**config.mk**
```make
export PLATFORM = sky130hd
export DESIGN_NAME = load_store_unit
export DESIGN_NICKNAME = d
export VERILOG_FILES = /design/src/rtl/load_store_unit.sv
export SDC_FILE = /design/constraint.sdc
export NUM_CORES = 1
export LEC_CHECK = 0
export BUFFER_PORTS_ARGS = -buffer_cell sky130_fd_sc_hd__buf_2
export CELL_PAD_IN_SITES_DETAIL_PLACEMENT = 1
export CELL_PAD_IN_SITES_GLOBAL_PLACEMENT = 1
export CORE_ASPECT_RATIO = 0.75
export CORE_MARGIN = 3
export CORE_UTILIZATION = 30
export DETAILED_ROUTE_END_ITERATION = 10
export PLACE_DENSITY_LB_ADDON = 0.1
export SLEW_MARGIN = 10
export SYNTH_ARGS = -nofsm -noshare
export SYNTH_HDL_FRONTEND = slang
export SYNTH_SLANG_ARGS = --single-unit
```
**constraint.sdc**
```tcl
create_clock -name clk -period 4.6 [get_ports clk]
set_clock_uncertainty 0.05 [all_clocks]
set_input_delay 0.92 -clock clk [delete_from_list [all_inputs] [get_ports clk]]
set_output_delay 0.92 -clock clk [all_outputs]
set_load 0.005 [all_outputs]
```
**src/rtl/load_store_unit.sv**
```systemverilog
// Memory-stage load/store engine: runs a req/ready bus handshake, builds byte-strobed
// stores and extended loads, and stalls the pipeline until the access completes.
module load_store_unit #(
   parameter int unsigned ADDR_W  = 32,
   parameter int unsigned TIMEOUT = 16,
   parameter int unsigned CNT_W   = 5
) (
   input  logic              clk,
   input  logic              rst,
   input  logic              MemReadM,
   input  logic              MemWriteM,
   input  logic [2:0]        funct3M,
   input  logic [ADDR_W-1:0] ALUResultM,
   input  logic [31:0]       WriteDataM,
   output logic              bus_req,
   output logic              bus_we,
   output logic [ADDR_W-1:0] bus_addr,
   output logic [31:0]       bus_wdata,
   output logic [3:0]        bus_wstrb,
   input  logic              bus_ready,
   input  logic [31:0]       bus_rdata,
   output logic [31:0]       ReadDataM,
   output logic              StallM,
   output logic              AccessErrM,
   output logic              TimeoutM
);

   typedef enum logic [1:0] {StIdle, StBusy, StDone} lsuStateT;

   lsuStateT          stateQ;
   logic [CNT_W-1:0]  cntQ;
   logic [31:0]       rdataQ;
   logic [2:0]        funct3Q;
   logic [1:0]        offQ;
   logic              loadQ;
   logic              busReqQ;
   logic              busWeQ;
   logic [ADDR_W-1:0] busAddrQ;
   logic [31:0]       busWdataQ;
   logic [3:0]        busWstrbQ;
   logic              accessErrQ;
   logic              timeoutQ;

   logic              req;
   logic              isStore;
   logic              legalF3;
   logic              misaligned;
   logic              legal;
   logic              timeoutHit;
   logic [31:0]       laneWdata;
   logic [3:0]        laneWstrb;
   logic [31:0]       shifted;
   logic [31:0]       extData;

   always_comb begin
      req     = MemReadM | MemWriteM;
      isStore = MemWriteM;  // a simultaneous read+write is treated as a store
      if (isStore) begin
         legalF3 = funct3M inside {3'b000, 3'b001, 3'b010};
      end else begin
         legalF3 = funct3M inside {3'b000, 3'b001, 3'b010, 3'b100, 3'b101};
      end
      misaligned = ((funct3M[1:0] == 2'b01) && ALUResultM[0]) ||
                   ((funct3M[1:0] == 2'b10) && (ALUResultM[1:0] != 2'b00));
      legal      = legalF3 & ~misaligned;
      timeoutHit = (cntQ == CNT_W'(TIMEOUT - 1));
   end

   always_comb begin
      laneWdata = WriteDataM;
      laneWstrb = 4'b1111;
      case (funct3M[1:0])
         2'b00: begin
            laneWdata = {4{WriteDataM[7:0]}};
            laneWstrb = 4'b0001 << ALUResultM[1:0];
         end
         2'b01: begin
            laneWdata = {2{WriteDataM[15:0]}};
            laneWstrb = 4'b0011 << ALUResultM[1:0];
         end
         default: begin
            laneWdata = WriteDataM;
            laneWstrb = 4'b1111;
         end
      endcase
   end

   always_ff @(posedge clk) begin
      if (!rst) begin
         stateQ     <= StIdle;
         cntQ       <= '0;
         rdataQ     <= '0;
         funct3Q    <= '0;
         offQ       <= '0;
         loadQ      <= 1'b0;
         busReqQ    <= 1'b0;
         busWeQ     <= 1'b0;
         busAddrQ   <= '0;
         busWdataQ  <= '0;
         busWstrbQ  <= '0;
         accessErrQ <= 1'b0;
         timeoutQ   <= 1'b0;
      end else begin
         accessErrQ <= 1'b0;
         timeoutQ   <= 1'b0;
         unique case (stateQ)
            StIdle: begin
               if (req) begin
                  funct3Q <= funct3M;
                  offQ    <= ALUResultM[1:0];
                  cntQ    <= '0;
                  rdataQ  <= '0;
                  if (legal) begin
                     stateQ    <= StBusy;
                     loadQ     <= ~isStore;
                     busReqQ   <= 1'b1;
                     busWeQ    <= isStore;
                     busAddrQ  <= {ALUResultM[ADDR_W-1:2], 2'b00};
                     busWdataQ <= isStore ? laneWdata : 32'h0;
                     busWstrbQ <= isStore ? laneWstrb : 4'b0000;
                  end else begin
                     stateQ     <= StDone;
                     loadQ      <= 1'b0;
                     accessErrQ <= 1'b1;
                  end
               end
            end
            StBusy: begin
               cntQ <= cntQ + 1'b1;
               // bus_ready takes priority over a same-cycle timeout
               if (bus_ready || timeoutHit) begin
                  stateQ    <= StDone;
                  rdataQ    <= bus_ready ? bus_rdata : 32'h0;
                  timeoutQ  <= ~bus_ready;
                  busReqQ   <= 1'b0;
                  busWeQ    <= 1'b0;
                  busAddrQ  <= '0;
                  busWdataQ <= '0;
                  busWstrbQ <= '0;
               end
            end
            StDone: begin
               stateQ <= StIdle;
            end
            default: begin
               stateQ <= StIdle;
            end
         endcase
      end
   end

   always_comb begin
      shifted = rdataQ >> {offQ, 3'b000};
      case (funct3Q)
         3'b000:  extData = {{24{shifted[7]}}, shifted[7:0]};
         3'b001:  extData = {{16{shifted[15]}}, shifted[15:0]};
         3'b100:  extData = {24'h0, shifted[7:0]};
         3'b101:  extData = {16'h0, shifted[15:0]};
         default: extData = rdataQ;
      endcase
   end

   assign ReadDataM  = ((stateQ == StDone) && loadQ) ? extData : 32'h0;
   assign StallM     = rst & (((stateQ == StIdle) && req) || (stateQ == StBusy));
   assign bus_req    = busReqQ;
   assign bus_we     = busWeQ;
   assign bus_addr   = busAddrQ;
   assign bus_wdata  = busWdataQ;
   assign bus_wstrb  = busWstrbQ;
   assign AccessErrM = accessErrQ;
   assign TimeoutM   = timeoutQ;

endmodule

```
==> results.txt, run 1 <==
The flow ran to the end, and the final reports show no timing, DRC or antenna violations. The proportion of power drawn by flip-flops and latches is 38.6%. The vias per cell came out at 5.13. The worst setup path is of the flip-flop to primary output kind. The warning count from the yosys run was 0; the mean post-synth cell area was 9.82 µm². The initial utilization of the core area, before any placement, comes to 31.4%. The number of buffers created by CTS came out at 17. The tightest min-delay check is of the flip-flop to flip-flop type. In this run the critical register-to-register path is captured at bus_addr[10].

The share of the Yosys chip area taken by registers is 47.0%. No sink is reached through more buffers than the 2 on the longest clock path. The most critical setup path has its endpoint at ReadDataM[24]. Net switching is 25.3% of the power. The floorplan has 39 rows. The cell count after synthesis came out at 499. The synthesized netlist devotes 0.511% of its cell area to adder and majority cells. Setup repair after global routing left no endpoint under its margin.

In this run the worst setup path begins at offQ[0]. For the worst-skew pair, the clock arrives at the later sink with an insertion delay of 0.40 ns. The dominant combinational cell family by area after synthesis is compound AO/OA/AOI/OAI gates. For the worst setup path, the data required time is 3.63 ns. For the remaining design rule violation count, the log shows 0. The logs give 4 for the first-pass iteration count of the detailed router and 19.6% for the global-route total usage across every layer. Combinational logic is responsible for 10.5% of the overall power.

In this run the standard cell core region covers 15600 µm². Setup violations remaining at the end of the flow were counted as 0. For the final routed database, the setup TNS stands at 0 ns. Remaining max-slew budget at the tightest pin: 31.2%.

The amount of wire on met3 after detailed routing was 970 µm. The count of filler cells inserted in the layout was 1822; the data arrival time at the worst-slack endpoint was 2.73 ns. The first global-routing pass estimated 27700 µm of wire. Wires add up to 17800 µm.

After detailed routing, no signal wire sits above met5. The share of total power dissipated in the clock network is 50.9%. The die extent in y works out to 117 µm.

In this run, synthesis produced a sequential element count of 115. The total count of hold-check failures in the final report is 0, and the post-route clock period utilization is 80.5%. Summing over every cut layer, the via total after detailed routing is 4647. The path depth of the worst reg2reg path is 8, and the remaining number of nets flagged by the antenna check after routing is 0. In this run the power spent charging and discharging nets is 0.709 mW.

After synthesis, the netlist uses 43 different library cells. Timing would allow up to 270 MHz. The worst hold slack was 0.408 ns; the count of placed standard cells in the final layout, fillers left out was 906.

The worst setup path is launched from a flip-flop. Cells with a size suffix above 1 make up 36.4% of the layout. The leakage dissipation is 3.17 nW. The detail-routed net length per standard cell was 19.6 µm. Internal power comes to 2.09 mW. The number of buffers inserted for hold repair after clock tree synthesis came out at 0. The logs give 4861 for the via count of the first global-routing pass and 7900 µm for the routed length on met2. Mux contribution to synthesized area: 7.22%. The run gives 0.809 as the weighted congestion reported at the end of routability-driven placement.

Measured along the x axis, the die boundary spans 154 µm. The number of setup buffers added after CTS was 0; the post-synthesis to final-layout area growth was 35.2%. CTS placed an instance of sky130_fd_sc_hd__clkbuf_16 at the clock tree root. The synthesized netlist devotes 10.2% of its cell area to simple gates. The largest voltage drop on the vdd net was 0.211 mV; the aggregate global routing overflow was 0. Power spread over the standard cell area amounts to 423 nW/µm².

Fraction of the mapped netlist area in compound gates: 29.6%. In this run the tool buffered the top-level ports with 206 buffer cells. Summed over all instances, the cell type with the most area after synthesis is sky130_fd_sc_hd__dfxtp_1.

In this run the cell area of the synthesized design comes to 4900 µm². Once the clock tree was built, the resizer swapped 0 gates to a different size. The startpoint identified for the worst register-to-register timing path is cntQ[0].

209 I/O pins were placed. The count of final max-slew check failures is 0, and the post-detailed-placement half-perimeter wirelength is 13000 µm. The clock sink count is 115. For the number of levels in the clock H-tree, the log shows 4. The detailed router put a total of 8810 µm of wire on met1.

Across the run, the number of max-cap violations was 0. The synthesized design devotes to its leading area cell type 47.0% of total area. Of the total synthesized cell area, the portion taken by XOR and XNOR cells is 0.179%.

For the area enclosed by the die boundary, the log shows 17900 µm². TritonCTS built the clock tree. For the pin with the worst max-slew slack, the measured transition is 1.03 ns. The run gives 874 as the instance count after placement with tap cells included. STA classifies the critical path endpoint as a primary output. The tools report the number of antenna violations at the first check in global routing as 1.

The worst setup slack for register-to-register paths was 1.28 ns; the largest fanout on the critical path was 22. The number of antenna diodes in the final layout is 0. After clock tree synthesis, the clock-pin slew on the worst setup and hold paths is 0.05 ns. The post-route minimum period came out at 3.70 ns. The logs give 49 for the pin count of the biggest net entering global routing and 794 for the final net count. By area the synthesized netlist is led by sky130_fd_sc_hd__dfxtp_1, sky130_fd_sc_hd__a22o_1, sky130_fd_sc_hd__mux2i_1, sky130_fd_sc_hd__o2bb2ai_1, sky130_fd_sc_hd__a22oi_1. The first routing iteration left 204 violations.
==> synth_stat cells <==
master / instances
sky130_fd_sc_hd__a21o_1: 17
sky130_fd_sc_hd__a21oi_1: 27
sky130_fd_sc_hd__a221oi_2: 1
sky130_fd_sc_hd__a221oi_4: 1
sky130_fd_sc_hd__a22o_1: 57
sky130_fd_sc_hd__a22oi_1: 29
sky130_fd_sc_hd__a31oi_1: 3
sky130_fd_sc_hd__and2_1: 2
sky130_fd_sc_hd__and3_1: 3
sky130_fd_sc_hd__and4b_1: 1
sky130_fd_sc_hd__buf_1: 1
sky130_fd_sc_hd__buf_2: 17
sky130_fd_sc_hd__buf_4: 3
sky130_fd_sc_hd__buf_6: 6
sky130_fd_sc_hd__clkbuf_1: 14
sky130_fd_sc_hd__conb_1: 1
sky130_fd_sc_hd__dfxtp_1: 115
sky130_fd_sc_hd__ha_1: 2
sky130_fd_sc_hd__inv_1: 5
sky130_fd_sc_hd__inv_2: 1
sky130_fd_sc_hd__mux2_2: 3
sky130_fd_sc_hd__mux2i_1: 32
sky130_fd_sc_hd__nand2_1: 32
sky130_fd_sc_hd__nand2b_1: 2
sky130_fd_sc_hd__nand3_2: 1
sky130_fd_sc_hd__nand3b_1: 2
sky130_fd_sc_hd__nand4_1: 1
sky130_fd_sc_hd__nor2_1: 44
sky130_fd_sc_hd__nor2b_1: 3
sky130_fd_sc_hd__nor3_1: 2
sky130_fd_sc_hd__nor4_1: 1
sky130_fd_sc_hd__nor4_4: 2
sky130_fd_sc_hd__o2111a_2: 1
sky130_fd_sc_hd__o21a_2: 1
sky130_fd_sc_hd__o21ai_0: 29
sky130_fd_sc_hd__o2bb2ai_1: 27
sky130_fd_sc_hd__o31a_1: 1
sky130_fd_sc_hd__or2_1: 1
sky130_fd_sc_hd__or2_2: 3
sky130_fd_sc_hd__or3_1: 2
sky130_fd_sc_hd__or3b_1: 1
sky130_fd_sc_hd__or4_1: 1
sky130_fd_sc_hd__xor2_1: 1
==> critical path, stage by stage (launching register included) <==
cell and delay [ns]:
sky130_fd_sc_hd__dfxtp_1 0.84, sky130_fd_sc_hd__and4b_1 0.35, sky130_fd_sc_hd__a221oi_2 0.06, sky130_fd_sc_hd__nor4_4 0.76
sky130_fd_sc_hd__a21o_1 0.18, sky130_fd_sc_hd__buf_2 0.13
==> layout make-up <==
| type | instances | area, µm² | area share (%) |
|---|---|---|---|
| Clock buffer | 20 | 457 | 6.89 |
| Clock inverter | 12 | 180 | 2.72 |
| Inverter | 6 | 22.5 | 0.340 |
| Multi-Input combinational cell | 338 | 2350 | 35.4 |
| Sequential cell | 115 | 2300 | 34.7 |
| Tap cell | 205 | 256 | 3.87 |
| Timing Repair Buffer | 210 | 1060 | 16.0 |
==> cells in the final DEF (no fill, tap or decap), types with 5 or more instances in the layout <==
| master | n |
|---|---|
| sky130_fd_sc_hd__buf_2 | 206 |
| sky130_fd_sc_hd__dfxtp_1 | 115 |
| sky130_fd_sc_hd__a22o_1 | 57 |
| sky130_fd_sc_hd__nor2_1 | 44 |
| sky130_fd_sc_hd__nand2_1 | 32 |
| sky130_fd_sc_hd__mux2i_1 | 32 |
| sky130_fd_sc_hd__o21ai_0 | 29 |
| sky130_fd_sc_hd__a22oi_1 | 29 |
| sky130_fd_sc_hd__o2bb2ai_1 | 27 |
| sky130_fd_sc_hd__a21oi_1 | 27 |
| sky130_fd_sc_hd__a21o_1 | 17 |
| sky130_fd_sc_hd__clkbuf_16 | 17 |
| sky130_fd_sc_hd__inv_1 | 5 |
==> worst min path at each step <==
stage	from	to	slack, ns	depth (start not counted)
floorplan	rdataQ[0]	rdataQ[0]	0.39	1
global route	bus_we	bus_we	0.43	1
global placement	bus_we	bus_we	0.38	1
finish	bus_we	bus_we	0.41	1
CTS	bus_we	bus_we	0.41	1
detailed placement	bus_we	bus_we	0.39	1
==> cells by family (layout without fill, tap and decap cells) <==
kind of cell / count (synthesis) / in the layout
XOR/XNOR: 1 / 1
AND/OR/NAND/NOR: 104 / 104
flip-flops: 115 / 115
adder cells (fa/ha/maj): 2 / 2
multiplexers: 35 / 35
buffers and inverters: 47 / 248
AO/OA/AOI/OAI: 194 / 194
other: 1 / 2
==> metal layers <==
| metal | vias to the layer above | GRT usage [%] |
|---|---|---|
| met5 | - | 0 |
| met4 | 2 | 4.94 |
| met3 | 8 | 5.04 |
| met2 | 139 | 30.1 |
| met1 | 2261 | 27.8 |
| li1 | 2237 | - |
==> state kept, by name, summed over array words and instances (netlist names), 2 cells and up <==
name,flops
bus_addr,30
cntQ,5
rdataQ,32
funct3Q,3
stateQ,2
bus_wdata,32
offQ,2
bus_wstrb,4
==> power groups by stage <==
| stage | Combinational, mW | Clock (mW) | Sequential [mW] |
|---|---|---|---|
| 2_1_floorplan | 0.174 | 0 | 1.09 |
| 5_1_grt | 0.328 | 1.50 | 1.09 |
| 3_5_place_dp | 0.297 | 0 | 1.10 |
| 3_3_place_gp | 0.290 | 0 | 1.10 |
| 6_report | 0.295 | 1.43 | 1.08 |
| 4_1_cts | 0.298 | 1.45 | 1.08 |
==> metrics by stage <==
| stage | total power [mW] | area, µm² | util (%) | worst slack (ns) |
|---|---|---|---|---|
| final | 2.80 | 6630 | 42.4 | 0.897 |
| after global routing | 2.92 | 6630 | 42.4 | 0.684 |
| after CTS | 2.83 | 6630 | 42.4 | 0.875 |
| after detailed placement | 1.40 | 5990 | 38.4 | 1.14 |
| after global placement | 1.39 | 5990 | 38.4 | 1.22 |
| after floorplan | 1.26 | 4900 | - | 2.13 |
Power figures use the tool's default switching activity.
==> inputs of run 2 (changes only) <==
==> constraint.sdc (replaced) <==
create_clock -name clk -period 3 [get_ports clk]
set_clock_uncertainty 0.05 [all_clocks]
set_input_delay 0.6 -clock clk [delete_from_list [all_inputs] [get_ports clk]]
set_output_delay 0.6 -clock clk [all_outputs]
set_load 0.005 [all_outputs]
==> results.txt, run 2 (synthesis gave the netlist of run 1 again) <==
For the remaining max-slew budget at the tightest pin, the log shows 45.6% (+14 points). The tools report the setup slack of the critical path after layout as 0.182 ns (-0.716 ns). The tools report the count of placed standard cells in the final layout, fillers left out as 914 (+0.88%). For the leakage dissipation, the log shows 3.21 nW (+1.4%). For the iteration-0 DRC count of the detailed router, the log shows 202 (-0.98%). The weighted congestion reported at the end of routability-driven placement is 0.810 (+0.15%). The area enclosed by the die boundary was 17900 µm² (unchanged). Compared with the post-synthesis result, the final layout area differs by 36.8%.

The maximum buffer depth of the clock tree is 2 (unchanged), and the initial cell density of the core is 31.4% (unchanged). Maximum cell stage delay along the critical path: 0.58 ns (-0.26 ns). The count of final max-slew check failures was 0 (unchanged). The run gives 2350 µm² (+0.11%) as the multi-input combinational cell area. STA classifies the critical path startpoint as a flip-flop. Path category of the worst min-delay check: primary input to flip-flop.

The critical-path cell with the highest stage delay is sky130_fd_sc_hd__or4_1. The vias per cell was 5.19 (+1.2%). TritonCTS built the clock tree. The detail-routed net length per standard cell is 19.6 µm (-0.33%), and the clock sink count is 115 (unchanged). The die extent in y is 117 µm (unchanged). The run gives 28100 µm (+1.2%) as the wire length of the first global-routing pass. The share of cells above drive strength 1 was 37.3% (+0.91 points); the post-detailed-placement half-perimeter wirelength was 13400 µm (+3.4%). Number of levels in the clock H-tree: 4 (unchanged).

The die span in x was 154 µm (unchanged); the peak clock frequency supported by timing was 355 MHz. The run gives 0 ns (unchanged) as the sum of negative setup slack. The sequential cell area was 2300 µm² (unchanged); the number of cell rows was 39 (unchanged). The pin count of the biggest net entering global routing came out at 68 (+39%). Largest voltage drop on the vdd net: 0.315 mV (+49%).

The library cell used most frequently in the layout, excluding fill and tap cells, is sky130_fd_sc_hd__buf_2. The actual transition at the worst max-transition pin is 0.816 ns (-0.216 ns). Instance count after placement with tap cells included: 880 (+0.69%).

For the count of filler cells inserted in the layout, the log shows 1855 (+1.8%). The clock network latency to the later pin of the worst-skew pair was 0.41 ns (about the same). Data arrival time at the worst-slack endpoint: 2.17 ns (-0.56 ns).

The critical path is of the flip-flop to primary output type. Power density normalized to cell area: 640 nW/µm² (+51%). Walking the worst path, the cells encountered are mux2_2, mux2i_1, or4_1, a31oi_1, buf_2. The total wire length after detailed routing is 17900 µm (+0.55%). The aggregate global routing overflow was 0 (unchanged).

The worst setup path is captured at a primary output. The top-level port count was 209 (unchanged); the remaining design rule violation count was 0 (unchanged). The tools report the remaining number of nets flagged by the antenna check after routing as 0 (unchanged). The run gives 2.35 ns (-1.28 ns) as the required time at the endpoint of the critical path. The number of vias after detailed routing was 4746 (+2.1%). The tools report the final net count as 801 (+0.88%).

The largest fanout on the critical path works out to 8 (-64%). The run finished with clean final reports. Of the available clock period, the critical path in the final layout requires 93.9%.

The number of setup violations in the final report is 0 (unchanged). Leaving out fill and tap cells, the most frequent cells in the layout are sky130_fd_sc_hd__buf_2, sky130_fd_sc_hd__dfxtp_1, sky130_fd_sc_hd__a22o_1. The smallest clock period supported by the final layout is computed as 2.82 ns.

The number of I/O port buffers was 206 (unchanged). Number of antenna violations at the first check in global routing: 4 (+3). Setup repair after global routing left no endpoint under its margin. The cell area after placement was 6050 µm² (+0.96%). Via count of the first global-routing pass: 5025 (+3.4%).

The first-pass iteration count of the detailed router came out at 5 (+1). For the cell area after layout, the log shows 6700 µm² (+1.1%). The tools report the core area as 15600 µm² (unchanged). The total count of hold-check failures in the final report is 0 (unchanged), and the clock-pin slew reported for the worst setup and hold paths after clock tree synthesis is 0.06 ns (about the same). The number of buffers created by CTS is 17 (unchanged), and the max-cap violation count is 0 (unchanged). The global-route total usage across every layer was 19.9% (+0.26 points). The post-place setup slack is 0.467 ns (-0.674 ns). Root buffer cell: sky130_fd_sc_hd__clkbuf_16.
==> run 2: worst max-delay path, delay by kind of cell, from the launching register on <==
family	cells	cell delay (ns)
AOI/OAI and AO/OA	1	0.29
buffers and inverters	1	0.16
DFF	1	0.42
muxes	2	0.32
and+or+nand+nor	1	0.58
==> run 2: worst paths after layout <==
path	from	end	slack, ns	depth (start not counted)
setup / recovery	offQ[1]	ReadDataM[15]	0.18	5
hold / removal	bus_rdata[29]	rdataQ[29]	0.34	2
hold reg to reg	bus_wdata[20]	bus_wdata[20]	0.40	1
setup reg to reg	cntQ[0]	bus_wdata[7]	0.71	8
==> run 2: metal layers <==
metal,part of all wire (%),wire length [µm],track usage [%],vias up
met5,0.24,43,0,-
met4,1.3,228,5.82,6
met3,6.6,1180,6.33,26
met2,45,8070,31.2,162
met1,47,8360,26.5,2301
li1,-,-,-,2251
==> run 2: report_power, final <==
group / internal [mW] / switching [mW]
clock network: 1.40 / 0.771
logic: 0.192 / 0.283
registers: 1.59 / 0.0524
total: 3.18 / 1.11
==> run 2: cell type report <==
type | count | share of cell area (%)
Sequential cell | 115 | 34.3
Tap cell | 205 | 3.83
Inverter | 6 | 0.336
Multi-Input combinational cell | 338 | 35.1
Clock inverter | 15 | 3.04
Timing Repair Buffer | 217 | 17.0
Clock buffer | 17 | 6.35
Antenna cell | 1 | 0.0373
==> run 2: repair_timing <==
item	CTS	global route
buffers inserted	0	1
hold buffers	0	0
setup endpoints to repair	0	23
endpoints found under the hold margin	0	0
gates resized for setup	0	1
==> run 2: metrics by stage <==
step	utilization, %	hold WS (ns)	power [mW]
after floorplan	-	0.394	1.93
after global placement	38.7	0.386	2.14
after detailed placement	38.7	0.393	2.15
after CTS	42.8	0.329	4.34
after global routing	42.9	0.338	4.47
final	42.9	0.342	4.29
